File: config.mk
export PLATFORM = sky130hd
export DESIGN_NAME = sram_req_arbiter
export DESIGN_NICKNAME = d
export VERILOG_FILES = /design/src/rtl/sram_req_arbiter.sv
export SDC_FILE = /design/constraint.sdc
export NUM_CORES = 1
export LEC_CHECK = 0
export ABC_AREA = 1
export CORE_AREA = 2 2 123 125
export DETAILED_ROUTE_END_ITERATION = 10
export DIE_AREA = 0 0 125 127
export HOLD_SLACK_MARGIN = 0.02
export PLACE_DENSITY = 0.8
export SLEW_MARGIN = 5
export SYNTH_ARGS = -nofsm -noshare
export SYNTH_HDL_FRONTEND = slang
export SYNTH_SLANG_ARGS = --single-unit
File: constraint.sdc
create_clock -name clk -period 2.7 [get_ports clk]
set_input_delay 0.405 -clock clk [delete_from_list [all_inputs] [get_ports clk]]
set_output_delay 0.405 -clock clk [all_outputs]
set_load 0.01 [all_outputs]
File: src/rtl/sram_req_arbiter.sv
`default_nettype none
// ============================================================================
// Module   : sram_req_arbiter
// Purpose  : 2:1 arbiter sharing one req/ack memory port between the IF stage
//            and the MEM stage. Data wins, but a bounded streak protects fetch.
// Revision : 1.0 - initial release
// ============================================================================
module sram_req_arbiter #(
   parameter int DATA_BURST_MAX = 4
) (
   input  logic        clk,
   input  logic        resetn,
   // instruction requester
   input  logic        inst_req,
   input  logic        inst_wr,
   input  logic [1:0]  inst_size,
   input  logic [31:0] inst_addr,
   input  logic [3:0]  inst_wstrb,
   input  logic [31:0] inst_wdata,
   output logic        inst_addr_ok,
   output logic        inst_data_ok,
   output logic [31:0] inst_rdata,
   // data requester
   input  logic        data_req,
   input  logic        data_wr,
   input  logic [1:0]  data_size,
   input  logic [31:0] data_addr,
   input  logic [3:0]  data_wstrb,
   input  logic [31:0] data_wdata,
   output logic        data_addr_ok,
   output logic        data_data_ok,
   output logic [31:0] data_rdata,
   // downstream memory port
   output logic        mem_req,
   output logic        mem_wr,
   output logic [1:0]  mem_size,
   output logic [31:0] mem_addr,
   output logic [3:0]  mem_wstrb,
   output logic [31:0] mem_wdata,
   input  logic        mem_addr_ok,
   input  logic        mem_data_ok,
   input  logic [31:0] mem_rdata
);

   typedef enum logic [1:0] {
      S_IDLE = 2'd0,
      S_REQ  = 2'd1,
      S_RESP = 2'd2
   } state_t;

   localparam logic [3:0] c_burst_max = 4'(DATA_BURST_MAX);

   state_t      r_state;
   state_t      w_state_nxt;
   logic        r_grant;      // 0 = inst, 1 = data
   logic [3:0]  r_streak;
   logic        r_wr;
   logic [1:0]  r_size;
   logic [31:0] r_addr;
   logic [3:0]  r_wstrb;
   logic [31:0] r_wdata;

   logic        w_any_req;
   logic        w_pick_data;
   logic        w_ack_addr;
   logic        w_ack_data;

   always_comb begin
      w_any_req   = inst_req | data_req;
      // data loses only when fetch is waiting and the streak has run out
      w_pick_data = data_req & ~(inst_req & (r_streak == c_burst_max));
      w_ack_addr  = 1'b0;
      w_ack_data  = 1'b0;
      w_state_nxt = r_state;
      case (r_state)
         S_IDLE: begin
            if (w_any_req) w_state_nxt = S_REQ;
         end
         S_REQ: begin
            if (mem_addr_ok) begin
               w_ack_addr = 1'b1;
               if (mem_data_ok) begin
                  w_ack_data  = 1'b1;
                  w_state_nxt = S_IDLE;
               end else begin
                  w_state_nxt = S_RESP;
               end
            end
         end
         S_RESP: begin
            if (mem_data_ok) begin
               w_ack_data  = 1'b1;
               w_state_nxt = S_IDLE;
            end
         end
         default: w_state_nxt = S_IDLE;
      endcase
   end

   always_ff @(posedge clk) begin
      if (!resetn) begin
         r_state  <= S_IDLE;
         r_grant  <= 1'b0;
         r_streak <= 4'd0;
         r_wr     <= 1'b0;
         r_size   <= 2'd0;
         r_addr   <= 32'd0;
         r_wstrb  <= 4'd0;
         r_wdata  <= 32'd0;
      end else begin
         r_state <= w_state_nxt;
         if ((r_state == S_IDLE) && w_any_req) begin
            r_grant <= w_pick_data;
            if (w_pick_data) begin
               r_wr    <= data_wr;
               r_size  <= data_size;
               r_addr  <= data_addr;
               r_wstrb <= data_wstrb;
               r_wdata <= data_wdata;
               if (!inst_req)
                  r_streak <= 4'd0;
               else if (r_streak != c_burst_max)
                  r_streak <= r_streak + 4'd1;
            end else begin
               r_wr     <= inst_wr;
               r_size   <= inst_size;
               r_addr   <= inst_addr;
               r_wstrb  <= inst_wstrb;
               r_wdata  <= inst_wdata;
               r_streak <= 4'd0;
            end
         end
      end
   end

   assign mem_req   = (r_state == S_REQ);
   assign mem_wr    = r_wr;
   assign mem_size  = r_size;
   assign mem_addr  = r_addr;
   assign mem_wstrb = r_wstrb;
   assign mem_wdata = r_wdata;

   assign inst_addr_ok = w_ack_addr & ~r_grant;
   assign inst_data_ok = w_ack_data & ~r_grant;
   assign data_addr_ok = w_ack_addr &  r_grant;
   assign data_data_ok = w_ack_data &  r_grant;
   assign inst_rdata   = mem_rdata;
   assign data_rdata   = mem_rdata;

endmodule
`default_nettype wire
Yosys cells after proc, flatten, opt, wreduce, memory -nomap -nowiden
Cells that the tools add are included.
Word-level totals
  flip-flop bits (word level): 78
  bits in latches: 0
  bits in writable memories: 0
  ROM bits: 0
  input port bits: 180
  output and inout port bits: 140
  word-level logic and storage cells: 48
  memories: 0
Cells by class
  add/sub/neg operators: 1
  multiply operators: 0
  div/mod/pow operators: 0
  order comparisons: 0
  equal/unequal tests: 8
  shifts and indexed selects: 0
  muxes and demuxes: 18
  bitwise gates (word level): 9
  reduce and logical (&&, ||, !) cells: 4
Operator list (number)
  32-bit 2-to-1 mux: 2
  4-bit 2-to-1 mux: 4
  2-bit 2-to-1 mux: 5
  1-bit bitwise AND: 6
  2-bit one-hot mux with 3 select lines: 1
  1-bit 2-to-1 mux: 5
  4-bit by 1-bit adder with 4-bit output (second input constant): 1
  4-bit by 3-bit == test with 1-bit output (second input constant): 1
  2-bit != test (second input constant): 2
  4-bit by 3-bit != test with 1-bit output (second input constant): 1
  3-bit by 2-bit != test with 1-bit output (second input constant): 1
  3-bit AND reduction: 1
  2-bit by 1-bit == test with 1-bit output (second input constant): 1
  2-bit == test (second input constant): 1
  2-bit logical NOT: 1
  2-bit by 1-bit != test with 1-bit output (second input constant): 1
  1-bit NOT: 2
  1-bit one-hot mux with 2 select lines: 1
  2-bit AND reduction: 1
  1-bit logical AND: 1
  1-bit bitwise OR: 1

Depth between registers and ports, before layout
Gate-level depths: netlist of the first run.
  depth in word-level cells: 6
  mapped depth: 11
  depth with buffers taken out: 10

Worst setup path after synthesis of the first run
OpenSTA, ideal clock, no wires.
  path kind: reg-to-output
  start: register r_state[1]
  end: output data_data_ok
  data arrival time: 1.037 ns
  data required time: 2.295 ns
  setup slack: 1.258 ns
  stages on the path, launching flop included: 7
  path buffers: 0
  path through: dfxtp_1 > inv_1 > ha_1 > nand2_1 > inv_1 > o211ai_1 > nor2_1
Between the ends
  cells in the longest elaborated chain, start to end: 3
  elaborated cells on any way between the ends: 4
  those cells by class: eq/ne (2); mux (1); bitwise (1)
Ends and longest elaborated chain
  from (decl): line 53  | state_t r_state;
  from (signal assigned): line 111  | r_state <= w_state_nxt;
  2-bit by 1-bit == test with 1-bit output
  via mem_req: line 34  | output logic mem_req,
  1-bit one-hot mux with 2 select lines: line 75  | case (r_state)
  1-bit bitwise AND: line 146  | assign data_data_ok = w_ack_data & r_grant;
  to (decl): line 31  | output logic data_data_ok,
The timed path passes the listed nets, and every way through them passes these cells.

Worst setup path in the final report of the first run
  start: register r_state[1]
  end: output inst_data_ok
Between the ends
  cells in the longest elaborated chain, start to end: 3
  elaborated cells on any way between the ends: 4
  those cells by class: eq/ne (2); mux (1); bitwise (1)
Ends and longest elaborated chain
  2-bit == test / 2-bit by 1-bit == test with 1-bit output (equally long branches): line 75
  1-bit one-hot mux with 2 select lines *: line 75
  1-bit bitwise AND *: line 144  | assign inst_data_ok = w_ack_data & ~r_grant;
  to (decl): line 21  | output logic inst_data_ok,
Every way passes the cells marked *; elsewhere a longest branch is shown, timed or not.

==> results.toml, run 1 <==
[cts]
number_of_buffers_inserted_by_hold_repair_at_cts = 0
clock-sinks = 78
cts_root_buffer = "clkbuf_16"
clk_transition_reported_paths_ps = 60
tritoncts.num_buffers = 9
cts_max_level = 3
cts_buffer_depth = 2
cts_tree = "done"
cts_setup_buffers = 0
post_cts.resized_instances = 0
worstSkewPairLatency_ps = 330

[critical_path]
worstSetupEndpointType = "primary output"
worst_ep_arrival_time_ps = 1890
critPathBufInv = 3
worst_path_most_repeated_cell = "inv_1"
cpMaxStageDelayCell = "clkdlybuf4s50_1"
category_of_the_worst_setup_path_launch_point = "flop"
worst-setup-path-type = "flop to primary output"
worstPathMaxFanout = 3
cp_cell_sequence = "inv_1 > ha_1 > nand2_1 > inv_1 > o211ai_1 > nor2_1 > clkdlybuf4s50_1"
kind_of_cell_with_the_highest_combined_delay_on_the_critical_path = "buffers and inverters"
critPathMaxStageDelay_ps = 480
critPathRequiredTime_ps = 2300

[floorplan]
initial_utilization = 0.3245
placementRows = 44
floorplan.io_pins = 320
fp.dieW_um = 125
core_area_um2 = 14420
die_area_um2 = 15880
die_height_um = 127

[finish]
area.growth.synth_to_final_pct = 46.73
insertedDiodeCount = 0
layout-drive-gt1-share = 0.03483
finalNetCount = 1071
finish.cell_count_without_fillers = 1074
final.fill_count = 1443

[route]
antenna_violating_nets_post_route = 0
detailed_route_wirelength_on_metal2_um = 6337
dr_wl_cell_um = 12.63
vias_per_cell = 4.480
highest_metal_layer_with_signal_wires = "met4"
drt-initial-drc-count = 214
met3WireLength_um = 1104
sum_of_routed_wire_length_over_all_layers_um = 13560
remaining_drc_errors = 0
route.vias.total = 4812
dr.pass1.iters = 4
met1Wirelength_um = 5670

[synth]
yosys.cell_count.top_type = "nand2_1"
netlist.area_leader.share = 0.3336
synthesis.instances = 754
post_synth_main_area_contributors = "dfxtp_1 33%, nand3_1 16%, nand2_1 13%"
ys_async_sr_fraction = 0
synth_fp_nets = 939
synth_top_cell_by_area = "dfxtp_1"
synth-seq-cells = 78
synth_top_cells_by_count = "158 x nand2_1, 153 x nor2_1, 147 x nand3_1, 84 x inv_1, 78 x dfxtp_1"
synthesis.area_per_instance_um2 = 6.208
synth_edf_count = 0
synth.yosys.seq_area_share = 0.3336
yosys_most_used_dff = "dfxtp_1"
netlist-cell-type-count = 19
post_synth_instance_area_um2 = 4681
yosys_warnings = 0

[timing]
timing_max_transition_violations_final = 0
fmaxAchievable_mhz = 436.4
worstMarginPinSlew_ps = 558.1
final.setup.worst_slack_ps = 408.6
fin_tns_setup_ps = 0
hold_viol_final = 0
clock-skew-final_ps = 8.785
finalSetupViolCount = 0
maxSlewHeadroom = 0.6279
grt_setup_unrepaired = "no"
post-route-period-util = 0.8487
post-route-min-period_ps = 2291

[power_and_ir_drop]
power.leakage_nw = 3.349
combPwrFrac = 0.316
pwr-share-seq = 0.350
power_per_cell_area_nw_per_um2 = 578.9
design_power_total_w = 0.003976
power_switching_share = 0.2870
net-switching-power_w = 0.001141
intPower_w = 0.002835
vdd_ir_drop_max_v = 0.0003245
clkPwrFrac = 0.334

[global_route]
pin_count_of_the_biggest_net_entering_global_routing = 85
grt_first_pass_wirelength_um = 21850
grtUsageTotal = 0.1686
grt_antenna_before_repair = 0
grt-ovfl-total = 0
first_global_vias = 4503

[place]
place.port_buffers = 223
placed_cells = 1059
place.gp.congestion = 0.7910
post-dp-hpwl_um = 9488
preCtsSetupSlack_ps = 423.8

[outcome]
status = "finished, final reports clean"

[worst_hold_path]
class_of_the_tightest_hold_or_removal_check = "flop to flop"

[flow_run]
drv.max_cap_violation_count = 0
-- power groups by stage --
| stage | registers [W] | logic, W | clock network [W] |
|---|---|---|---|
| floorplan | 0.00148 | 0.000663 | 0 |
| global placement | 0.00141 | 0.00125 | 0 |
| detailed placement | 0.00142 | 0.00126 | 0 |
| CTS | 0.00139 | 0.00127 | 0.00138 |
| global route | 0.00141 | 0.00140 | 0.00143 |
| finish | 0.00139 | 0.00126 | 0.00133 |
-- worst min-delay path, delay by kind of cell, from the launching register on --
kind               cells  cell delay, ps
AOI/OAI and AO/OA      1              50
DFF                    1             320
and+or+nand+nor        1              70
-- path summary, 6_finish.rpt --
| path | to | cells after the start | startpoint | slack (ps) |
|---|---|---|---|---|
| hold / removal | r_state[1]$_SDFFE_PN0P_ | 2 | r_state[1]$_SDFFE_PN0P_ | 490 |
| setup reg to reg | mem_wdata[19]$_SDFFE_PN0P_ | 10 | r_streak[0]$_SDFFE_PN0P_ | 680 |
| hold reg to reg | r_state[1]$_SDFFE_PN0P_ | 2 | r_state[1]$_SDFFE_PN0P_ | 490 |
| setup / recovery | inst_data_ok | 7 | r_state[1]$_SDFFE_PN0P_ | 410 |
-- state kept, by name (all words and copies together), names as in the netlist --
register   count
r_grant        1
r_state        2
r_streak       4
mem_wdata     32
mem_size       2
mem_addr      32
mem_wr         1
mem_wstrb      4
-- layout make-up --
cell class / count / area [µm²] / area share
repair buffers: 230 / 2342 / 0.3410
multi-input cells: 479 / 2077 / 0.3024
flip-flops and latches: 78 / 1562 / 0.2274
inverters: 88 / 332.8 / 0.04846
clock buffers: 12 / 256.5 / 0.03735
well taps: 184 / 230.2 / 0.03352
clock inverters: 3 / 67.56 / 0.009838
-- cell usage in the layout (no fill, tap or decap), drive strengths merged --
cell type      count
dfxtp             78
nand2            160
inv               88
bufinv             2
a21oi              6
nand3            147
clkinvlp           1
o21ai              2
ha                 5
o211ai             2
nor2             154
clkdlybuf4s50    222
clkbuf            12
buf                8
nand4              3
-- per-layer routing --
metal  up-vias  track usage
li1       2513            -
met1      2083       0.1953
met2       184       0.2900
met3        32      0.04774
met4         0      0.07778
met5         -            0
-- stage by stage --
| stage | area (µm²) | utilization | hold slack (ps) |
|---|---|---|---|
| final | 6868 | 0.4761 | 492.2 |
| after global routing | 6868 | 0.4761 | 534.3 |
| after CTS | 6868 | 0.4761 | 490.7 |
| after detailed placement | 6544 | 0.4537 | 481.9 |
| after global placement | 6544 | 0.4537 | 472.8 |
| after floorplan | 4681 | - | 457.8 |
-- cells by family (layout without fill, tap and decap cells) --
logic type	Yosys count	after routing	share of synthesized area
adder cells (fa/ha/maj)	5	5	0.01337
AND/OR/NAND/NOR	464	464	0.4178
AO/OA/AOI/OAI	10	10	0.01256
flip-flops	78	78	0.3336
buffers and inverters	197	333	0.2227
Note: power is estimated with default switching activity, not from simulation.
==> run 2: changes to the inputs <==
--- a/config.mk
+++ b/config.mk
@@ -6,11 +6,11 @@
 export NUM_CORES = 1
 export LEC_CHECK = 0
 export ABC_AREA = 1
-export CORE_AREA = 2 2 123 125
+export CORE_AREA = 2 2 124 126
 export DETAILED_ROUTE_END_ITERATION = 10
-export DIE_AREA = 0 0 125 127
+export DIE_AREA = 0 0 126 128
 export HOLD_SLACK_MARGIN = 0.02
-export PLACE_DENSITY = 0.8
+export PLACE_DENSITY = 0.79
 export SLEW_MARGIN = 5
 export SYNTH_ARGS = -nofsm -noshare
 export SYNTH_HDL_FRONTEND = slang
==> constraint.sdc (replaced) <==
create_clock -name clk -period 2.3 [get_ports clk]
set_input_delay 0.345 -clock clk [delete_from_list [all_inputs] [get_ports clk]]
set_output_delay 0.345 -clock clk [all_outputs]
set_load 0.01 [all_outputs]
==> results.toml, run 2 (synthesis gave the netlist of run 1 again) <==
[cts]
cts_setup_buffers = 0
cts_max_level = 3
clk_transition_reported_paths_ps = 60
tritoncts.num_buffers = 9
cts_root_buffer = "clkbuf_16"
clock-sinks = 78
number_of_buffers_inserted_by_hold_repair_at_cts = 0
worstSkewPairLatency_ps = 330
cts_buffer_depth = 2
cts_tree = "done"

[critical_path]
category_of_the_worst_setup_path_launch_point = "flop"
worstSetupEndpointType = "primary output"
critPathRequiredTime_ps = 1960
r2r-start = "r_streak[0]$_SDFFE_PN0P_"
worst_ep_arrival_time_ps = 1830
worst-setup-path-type = "flop to primary output"
rr_endpoint = "mem_wdata[19]$_SDFFE_PN0P_"
setup.reg_to_reg.worst_slack_ps = 520
worstPathMaxFanout = 3
r2r.worst_path.cells = 10

[timing]
clock-skew-final_ps = 5.346
post-route-min-period_ps = 2171
grt_setup_unrepaired = "no"
hold_viol_final = 0
maxSlewHeadroom = 0.7012
hold_slack_ps = 433.7
worstMarginPinSlew_ps = 448.1
fmaxAchievable_mhz = 460.6
finalSetupViolCount = 0
post-route-period-util = 0.9439
timing_max_transition_violations_final = 0
fin_tns_setup_ps = 0

[global_route]
met3_usage = 0.05467
first_global_vias = 4101
met1_use_gr = 0.1890
grt_antenna_before_repair = 0
grtUsageTotal = 0.1600
grt_most_used_layer = "met2"
pin_count_of_the_biggest_net_entering_global_routing = 59
grt_util_met2 = 0.2647
grt_first_pass_wirelength_um = 20770
grt-ovfl-total = 0

[finish]
finalNetCount = 1075
finish.cell_count_without_fillers = 1083
fin_util = 0.4625
mostFrequentLayoutCells = "221 x clkdlybuf4s50_1, 157 x nand2_1, 153 x nor2_1"
layout.cells.most_common = "clkdlybuf4s50_1"
area.growth.synth_to_final_pct = 46.86
final.fill_count = 1511
insertedDiodeCount = 0
layout-drive-gt1-share = 0.04246

[route]
dr_wl_cell_um = 12.54
drt-initial-drc-count = 252
vias_per_cell = 4.422
antenna_violating_nets_post_route = 0
route.vias.total = 4789
sum_of_routed_wire_length_over_all_layers_um = 13580
dr.pass1.iters = 4
remaining_drc_errors = 0

[place]
place.gp.congestion = 0.7682
placed_cells = 1067
place.port_buffers = 223
post-dp-hpwl_um = 9712

[floorplan]
core_area_um2 = 14860
fp.dieW_um = 126
die_height_um = 128
placementRows = 45
die_area_um2 = 16130
floorplan.io_pins = 320
initial_utilization = 0.3149

[power_and_ir_drop]
power.leakage_nw = 3.373
power_per_cell_area_nw_per_um2 = 657.2
vdd_ir_drop_max_v = 0.0004373
design_power_total_w = 0.004518

[worst_hold_path]
worstHoldStart = "data_req"
class_of_the_tightest_hold_or_removal_check = "input pin to flop"
worst_hold_path.endpoint = "r_streak[0]$_SDFFE_PN0P_"
worst_hold_path.num_cells = 3

[flow_run]
drv.max_cap_violation_count = 0

[outcome]
status = "finished, final reports clean"
==> run 2: area by class of cell <==
type	count	area, µm²	share of cell area
Inverter	88	332.8	0.04842
Sequential cell	78	1562	0.2272
Tap cell	188	235.2	0.03422
Clock inverter	7	65.06	0.009465
Timing Repair Buffer	234	2375	0.3455
Clock buffer	9	225.2	0.03276
Multi-Input combinational cell	479	2079	0.3025
==> run 2: what timing repair did <==
| action | in CTS | in global routing |
|---|---|---|
| setup endpoints to repair | 0 | 2 |
| gates resized for setup | 0 | 2 |
| endpoints found under the hold margin | 0 | 0 |
==> run 2: critical path, stage by stage (launching register included) <==
cell and delay [ps]:
dfxtp_1 340, inv_1 60, ha_1 220, nand2_2 90, inv_1 50, o211ai_1 200
nor2_1 60, clkdlybuf4s50_1 470
==> run 2: how the worst max path moves through the flow <==
stage | startpoint | end | slack (ps) | cells past startpoint
5_1_grt | r_state[1]$_SDFFE_PN0P_ | data_data_ok | 6 | 7
6_report | r_state[1]$_SDFFE_PN0P_ | data_data_ok | 130 | 7
4_1_cts | r_state[1]$_SDFFE_PN0P_ | inst_data_ok | 80 | 7
2_1_floorplan | r_streak[0]$_SDFFE_PN0P_ | mem_wdata[29]$_SDFFE_PN0P_ | 900 | 10
3_5_place_dp | mem_addr_ok | inst_data_ok | 230 | 6
3_3_place_gp | mem_addr_ok | inst_data_ok | 230 | 6
==> run 2: where the power goes <==
| group | internal [W] | total, W | switching [W] |
|---|---|---|---|
| sequential | 0.00154 | 0.00163 | 0.0000920 |
| clock | 0.000832 | 0.00139 | 0.000558 |
| combinational | 0.000796 | 0.00150 | 0.000701 |
| total | 0.00317 | 0.00452 | 0.00135 |
==> run 2: layer usage <==
layer	wire length [µm]	up-vias
met5	0	-
met4	325	0
met3	1219	36
met2	6267	176
met1	5771	2060
li1	-	2517
==> run 2: stage by stage <==
step / setup slack (ps) / area [µm²]
global placement: 230.2 / 6579
detailed placement: 226.8 / 6579
CTS: 75.62 / 6869
floorplan: 897.2 / 4681
finish: 129.1 / 6874
global route: 5.723 / 6874
